===== src/rtl/seg_cpa.sv =====
// Two-stage segmented carry-select adder with runtime lane fusion.
// Stage 1 captures dual-carry segment sums; stage 2 resolves carries per group.
module seg_cpa #(
  parameter int LANES = 4,
  parameter int LW    = 32,
  parameter int SEG   = 16,
  localparam int W    = LANES * LW,
  localparam int NSEG = W / SEG
) (
  input  logic             clk,
  input  logic             reset,
  input  logic             flush,
  input  logic             in_valid,
  output logic             in_ready,
  input  logic [1:0]       mode,
  input  logic [LANES-1:0] sub,
  input  logic [W-1:0]     a,
  input  logic [W-1:0]     b,
  output logic             out_valid,
  input  logic             out_ready,
  output logic [W-1:0]     sum,
  output logic [LANES-1:0] cout,
  output logic [LANES-1:0] ovf
);

  localparam int SPL = LW / SEG;

  logic [LANES-1:0]          lsub_s, ltop_s, msbx_s;
  logic [NSEG-1:0][SEG-1:0]  sum0_s, sum1_s;
  logic [NSEG-1:0]           g_s, p_s, sbase_s, inj_s;

  logic                      s1_valid_r;
  logic [NSEG-1:0][SEG-1:0]  sum0_r, sum1_r;
  logic [NSEG-1:0]           g_r, p_r, sbase_r, inj_r;
  logic [LANES-1:0]          ltop_r, msbx_r;

  logic [W-1:0]              nsum_s;
  logic [NSEG-1:0]           nseg_co_s;
  logic [LANES-1:0]          ncout_s, novf_s;
  logic                      adv_s;

  assign adv_s    = !out_valid || out_ready;
  assign in_ready = !s1_valid_r || adv_s;

  // Decode group framing from mode and build both carry-in variants of every segment.
  always_comb begin
    int gsz;
    int base;
    int l;
    logic [SEG-1:0] bx;
    gsz     = 1;
    base    = 0;
    l       = 0;
    bx      = '0;
    lsub_s  = '0;
    ltop_s  = '0;
    msbx_s  = '0;
    sum0_s  = '0;
    sum1_s  = '0;
    g_s     = '0;
    p_s     = '0;
    sbase_s = '0;
    inj_s   = '0;
    case (mode)
      2'd1:    gsz = 2;
      2'd2:    gsz = LANES;
      default: gsz = 1;
    endcase
    for (int i = 0; i < LANES; i++) begin
      base      = (i / gsz) * gsz;
      lsub_s[i] = sub[base];
      ltop_s[i] = ((i % gsz) == (gsz - 1));
      // Operand MSB parity lets stage 2 recover the carry into the MSB from the sum bit.
      msbx_s[i] = a[i*LW+LW-1] ^ b[i*LW+LW-1] ^ sub[base];
    end
    for (int s = 0; s < NSEG; s++) begin
      l                     = s / SPL;
      bx                    = b[s*SEG +: SEG] ^ {SEG{lsub_s[l]}};
      {g_s[s], sum0_s[s]}   = {1'b0, a[s*SEG +: SEG]} + {1'b0, bx};
      sum1_s[s]             = sum0_s[s] + {{(SEG-1){1'b0}}, 1'b1};
      p_s[s]                = &sum0_s[s];
      sbase_s[s]            = ((s % SPL) == 0) && ((l % gsz) == 0);
      inj_s[s]              = lsub_s[l];
    end
  end

  // Stage 1 register: segment sums, generate/propagate and group framing of the accepted beat.
  always_ff @(posedge clk or posedge reset) begin
    if (reset) begin
      s1_valid_r <= 1'b0;
      sum0_r     <= '0;
      sum1_r     <= '0;
      g_r        <= '0;
      p_r        <= '0;
      sbase_r    <= '0;
      inj_r      <= '0;
      ltop_r     <= '0;
      msbx_r     <= '0;
    end else if (flush) begin
      s1_valid_r <= 1'b0;
    end else if (in_ready) begin
      s1_valid_r <= in_valid;
      if (in_valid) begin
        sum0_r  <= sum0_s;
        sum1_r  <= sum1_s;
        g_r     <= g_s;
        p_r     <= p_s;
        sbase_r <= sbase_s;
        inj_r   <= inj_s;
        ltop_r  <= ltop_s;
        msbx_r  <= msbx_s;
      end
    end
  end

  // Ripple segment carries upward, restarting at each group base, and select the matching sums.
  always_comb begin
    logic c;
    logic cin_msb;
    int ts;
    c         = 1'b0;
    cin_msb   = 1'b0;
    ts        = 0;
    nsum_s    = '0;
    nseg_co_s = '0;
    ncout_s   = '0;
    novf_s    = '0;
    for (int s = 0; s < NSEG; s++) begin
      c                       = sbase_r[s] ? inj_r[s] : c;
      nsum_s[s*SEG +: SEG]    = c ? sum1_r[s] : sum0_r[s];
      c                       = g_r[s] | (p_r[s] & c);
      nseg_co_s[s]            = c;
    end
    for (int l = 0; l < LANES; l++) begin
      ts      = (l + 1) * SPL - 1;
      cin_msb = nsum_s[l*LW+LW-1] ^ msbx_r[l];
      if (ltop_r[l]) begin
        ncout_s[l] = nseg_co_s[ts];
        novf_s[l]  = cin_msb ^ nseg_co_s[ts];
      end else begin
        ncout_s[l] = 1'b0;
        novf_s[l]  = 1'b0;
      end
    end
  end

  // Output register: advances when empty or drained, otherwise holds the presented result.
  always_ff @(posedge clk or posedge reset) begin
    if (reset) begin
      out_valid <= 1'b0;
      sum       <= '0;
      cout      <= '0;
      ovf       <= '0;
    end else if (flush) begin
      out_valid <= 1'b0;
    end else if (adv_s) begin
      out_valid <= s1_valid_r;
      if (s1_valid_r) begin
        sum  <= nsum_s;
        cout <= ncout_s;
        ovf  <= novf_s;
      end
    end
  end

endmodule

===== config.mk =====
export PLATFORM = sky130hd
export DESIGN_NAME = seg_cpa
export DESIGN_NICKNAME = d
export VERILOG_FILES = /design/src/rtl/seg_cpa.sv
export SDC_FILE = /design/constraint.sdc
export NUM_CORES = 2
export LEC_CHECK = 0
export BUFFER_PORTS_ARGS = -buffer_cell sky130_fd_sc_hd__buf_2
export CORE_ASPECT_RATIO = 1.1
export CORE_UTILIZATION = 58
export DETAILED_ROUTE_END_ITERATION = 10
export PLACE_DENSITY = 0.87
export SYNTH_ARGS = -nofsm -noshare
export SYNTH_HDL_FRONTEND = slang
export SYNTH_SLANG_ARGS = --single-unit

===== constraint.sdc =====
create_clock -name clk -period 14.3 [get_ports clk]
set_clock_uncertainty 0.2 [all_clocks]
set_input_delay 0.715 -clock clk [delete_from_list [all_inputs] [get_ports clk]]
set_output_delay 0.715 -clock clk [all_outputs]
set_load 0.03 [all_outputs]

; ---- After elaboration in Yosys (flattened, before gate mapping)
; Cells that the tools add are included.
; Widths: inputs -> output; s select.
[word_totals]
regBits = 429
output_inout_bits = 138
[op_classes]
n_addsub = 17
muxes = 37
n_reduce_logical = 20
n_div = 8
bitwise_logic = 41
eq_ne = 6
order_cmp = 4
mul = 4
[op_table]
columns = operator, n
row1 = $add 16x16->17, 8
row2 = $add 16x1->16 const B, 8
row3 = $eq 32x32->1, 4
row4 = $logic_not 32->1, 4
row5 = $lt 32x4->1 const B, 4
row6 = $mul 32x32->32, 4
row7 = $mux 16, 8
row8 = $reduce_and 16->1, 8
row9 = $xor 16x16->16, 8
row10 = $div 3x32->32 const A, 2
row11 = $mod 3x32->32 const A, 2
row12 = $div 1x32->32 const A, 1
row13 = $div 2x32->32 const A, 1
row14 = $mod 1x32->32 const A, 1
row15 = $mod 2x32->32 const A, 1
row16 = $sub 32x2->32 const B, 1
row17 = $mux 1, 24
row18 = $xor 1x1->1, 16
row19 = $and 1x1->1, 8
row20 = $bmux 1 s2, 4
row21 = $or 1x1->1, 8
row22 = $pmux 3 s2, 1
row23 = $reduce_and 3->1, 2
row24 = $reduce_bool 2->1, 2
row25 = 5 further kinds, 7

; ---- Depth between registers and ports, before layout
[depth]
ltp_word = 22
ltp_mapped = 21

; ---- Worst setup path after synthesis
; OpenSTA, ideal clock, no wires.
[synth_path]
kind = input-to-reg
start = input port mode[0]
end = register sum1_r[46] (netlist name)
setup_time_ns = 0.126
t_arrival_ns = 5.005
t_required_ns = 13.974
stages = 20
path_buffers = 1
path_slack_ns = 8.969
cell_sequence = inv_1 > ha_1 > xnor2_1 > xnor2_1 > mux2i_1 > nand2_1 > o21ai_1 > clkbuf_1 > xnor2_1 > ha_1 > inv_1 > fa_1 > nor2b_1 > o2111ai_1 > nand2_1 > xnor2_1 > nor4_1 > nand4_1 > or3_1 > a221o_1
[synth_between]
elab_chain_cells = 10
elab_cells_between_ends = 11
[synth_rtl]
columns = item, line
row1 = from (decl), 15  ; input logic [1:0] mode,
row2 = $eq 2x2->1 or $eq 2x1->1 (tied branches), 64  ; case (mode)
row3 = $pmux 3 s2 *, 64
row4 = $div 2x32->32, 70  ; base = (i / gsz) * gsz;
row5 = $mul 32x32->32 *, 70
row6 = $bmux 1 s2 *, 71  ; lsub_s[i] = sub[base];
row7 = $mux 1 (not written as such) * (2 in series), 71
row8 = $xor 16x16->16 *, 78  ; bx = b[s*SEG +: SEG] ^ {SEG{lsub_s[l]}};
row9 = $add 16x16->17 *, 79  ; {g_s[s], sum0_s[s]} = {1'b0, a[s*SEG +: SEG]} + {1'b0, bx};
row10 = $add 16x1->16 *, 80  ; sum1_s[s] = sum0_s[s] + {{(SEG-1){1'b0}}, 1'b1};
row11 = to (signal assigned), 105  ; sum1_r <= sum1_s;
row12 = to (decl), 33  ; logic [NSEG-1:0][SEG-1:0] sum0_r, sum1_r;
; Mark *: on every way between the ends. The rest lies on a longest branch, timed or not. The select of a mux whose other input is x is not followed.
; A chain may end at the register's enable or synchronous reset.

; ---- Worst setup path after layout
[layout_path]
start = input port mode[0]
end = register sum1_r[62] (netlist name)
; The elaborated chain is that of the path after synthesis.

==> results.py <==
metrics = {
    "run_status": {
        "status": "finished, final reports clean",
    },
    "critical_path": {
        "crit_end": "sum1_r[62]",
        "cp_max_fo": 33,
        "critPathLaunch": "mode[0]",
        "rrSetupSlack_ns": 10.08,
        "worstPathRequired_ns": 14.49,
        "endpoint_kind": "flop",
        "start_kind": "primary input",
        "arrival_ns": 5.63,
        "reg2reg_to": "sum1_r[46]",
        "worstSetupPathType": "in -> reg",
        "ff2ff_path_depth": 7,
        "r2r-start": "out_valid",
    },
    "synth": {
        "synthFlopType": "dfrtp_1",
        "yosysTopAreaCell": "dfrtp_1",
        "ys_seq_area_share_pct": 40.53,
        "yosys.cell_count.top_type": "nand2_1",
        "yosysWarnings": 0,
        "synthDominantCellAreaShare_pct": 40.53,
        "async_flop_share_pct": 100.0,
        "ys_seq_elements": 422,
        "synthCells": 2913,
        "netlist_area_um2": 26050,
        "synth_edf_count": 0,
        "synth_cell_types": 92,
        "synth_area_per_cell_um2": 8.944,
        "synth_nets": 3332,
        "synthTopCellsByCount": "nand2_1, dfrtp_1, o21ai_0",
        "synth_area_leaders": "dfrtp_1, nand2_1, ha_1, o21ai_0, xnor2_1",
    },
    "floorplanning": {
        "fp.dieArea_um2": 45770,
        "start_util_pct": 58.69,
        "ioPinCount": 405,
        "row_count": 81,
        "coreArea_um2": 44390,
        "fp.dieW_um": 204.1,
        "die_h_um": 224.3,
    },
    "cells_and_area": {
        "nets": 3665,
        "n_fill_cell": 3505,
        "synthToLayoutAreaGrowth_pct": 15.54,
        "drive_above_1_share_pct": 16.61,
    },
    "timing": {
        "worst_slew_pin_slew_ns": 1.143,
        "whs_ns": 0.02194,
        "finalHoldViolCount": 0,
        "slew_headroom_pct": 23.79,
        "final-setup-viol-count": 0,
        "maxSlewViolCount": 0,
        "rsz0062_at_grt": "no",
        "final.setup.tns_ns": 0,
        "fmax_mhz": 183.7,
        "fin_crit_sh_pct": 38.06,
        "period_minus_slack_ns": 5.442,
    },
    "global_routing": {
        "grt_use_total_pct": 28.28,
        "antenna_found_initial": 3,
        "grt_pass1_vias": 21530,
        "grt_max_degree": 240,
        "overflow": 0,
        "grt_first_pass_wirelength_mm": 105.2,
    },
    "hold_path": {
        "hold_class": "in -> async",
    },
    "clock_tree": {
        "ctsHtreeMaxLevel": 2,
        "clk_latency_ns": 0.57,
        "cts.clk_slew.worst_paths_ns": 0.06,
        "clockRootBuffer": "clkbuf_16",
        "hold_buffers": 0,
        "cts_buffers": 45,
        "post-cts-setup-buffer-count": 0,
        "cts_resized": 0,
        "ctsLongestPathBuffers": 3,
        "clock-sinks": 422,
        "cts_tree": "built",
    },
    "routing": {
        "via_per_inst": 5.710,
        "wl_per_cell_um": 16.76,
        "ant_nets": 0,
        "drc": 0,
        "drt-initial-drc-count": 1456,
        "drt-pass1-iter-count": 5,
        "dr_total_vias": 22070,
        "drt-total-wl_mm": 64.75,
    },
    "placed_design": {
        "gp_congestion": 0.9260,
        "hpwl_mm": 46.88,
        "port_buffers": 404,
    },
    "pwr": {
        "power.density_nw_per_um2": 179.5,
        "vdd_drop_max_uv": 99.74,
        "leakage_nw": 14.59,
    },
    "flow_run": {
        "drv_cap": 0,
    },
}
## layout make-up
type	instances	area, µm²	share of cell area, %
Multi-Input combinational cell	2291	14740	48.98
Sequential cell	422	10560	35.08
Timing Repair Buffer	418	2152	7.150
Clock buffer	60	1325	4.402
Tap cell	581	726.9	2.415
Clock inverter	22	324.1	1.077
Inverter	68	262.8	0.8729
Antenna cell	2	5.005	0.01663
## registers in the layout (all words and copies together), names as in the netlist, 3 cells and up
signal / count
p_r: 8
sum: 128
sum1_r: 128
sum0_r: 128
ovf: 4
inj_r: 4
g_r: 8
sbase_r: 3
cout: 4
msbx_r: 4
## report_power, final
part | internal, mW | leakage [nW] | switching (mW)
clock | 0.783 | 0.807 | 0.498
combinational | 0.832 | 8.52 | 1.42
sequential | 1.61 | 5.26 | 0.255
total | 3.23 | 14.6 | 2.18
## cells in the final DEF (no fill, tap or decap), types with 9 or more instances in the layout
cell       count
a211oi_1      11
a21o_1        42
a21oi_1       67
a31oi_1       29
and2_1        15
and3_1        16
buf_2        404
buf_4         12
clkbuf_16     47
clkbuf_8      10
dfrtp_1      422
ha_1         144
inv_1         67
mux2i_1      117
nand2_1      640
nand2b_1      12
nand3_1       47
nand4_1       17
nor2_1       114
nor2b_1       17
nor3_1        50
nor4_1        19
o211ai_1      17
o21a_1        29
o21ai_0      344
o21ai_1       15
o21bai_1      13
o31a_1         9
o31ai_1       12
or2_2         10
or3_1         14
xnor2_1      187
xor2_1       148
## per-stage QoR
| stage | cell area [µm²] | setup WS (ns) | power (mW) | util, % | cells |
|---|---|---|---|---|---|
| after floorplan | 26050 | 1.637 | 3.489 | - | 2913 |
| after global placement | 28450 | 8.551 | 4.029 | 64.08 | 3780 |
| after detailed placement | 28450 | 8.295 | 4.107 | 64.08 | 3780 |
| after CTS | 30100 | 8.880 | 5.417 | 67.80 | 3862 |
| after global routing | 30100 | 8.417 | 5.750 | 67.81 | 3864 |
| final | 30100 | 8.858 | 5.403 | 67.81 | 3864 |
## layer usage
metal  GRT usage, %  wire length [µm]  vias up
met1          35.53             27160    10480
met2          49.12             31820      714
met3          4.491              3756      140
met5              0                13        -
li1               -                 -    10730
met4          10.21              1996        2
## how the worst min path moves through the flow
| stage | end | slack [ns] | cells past startpoint |
|---|---|---|---|
| finish | sum0_r[84] | 0.02 | 2 |
| global route | sum0_r[84] | 0.05 | 2 |
| CTS | sum[85] | 0.02 | 2 |
| detailed placement | ovf[2] | 0.25 | 2 |
| global placement | ovf[2] | 0.25 | 2 |
| floorplan | inj_r[5] | 0.24 | 2 |
## worst max-delay path, stage by stage
cell,delay [ns]
buf_2,0.10
inv_1,0.06
ha_1,0.26
xnor2_1,0.45
xnor2_1,0.20
mux2i_1,0.20
nand2_1,0.10
o21ai_4,0.08
buf_4,0.48
xnor2_1,0.20
ha_1,0.20
inv_1,0.05
fa_1,0.39
nor2b_1,0.17
o21ai_0,0.09
a21oi_1,0.37
nand4_1,0.21
nor4_1,0.50
nand2_1,0.15
nor3_1,0.34
xor2_1,0.17
o21ai_0,0.10
## kinds of logic (layout without fill, tap and decap cells)
| logic type | count (synthesis) | after routing | synth area share, % |
|---|---|---|---|
| and+or+nand+nor | 1015 | 1015 | 17.24 |
| AOI/OAI and AO/OA | 663 | 663 | 15.36 |
| DFF | 422 | 422 | 40.53 |
| xor gates and xnor gates | 335 | 335 | 11.26 |
| buffers and inverters | 200 | 568 | 3.059 |
| adders and majority gates | 152 | 152 | 7.530 |
| muxes | 126 | 126 | 5.014 |
| other | 0 | 2 | 0 |
Note: power is estimated with default switching activity, not from simulation.
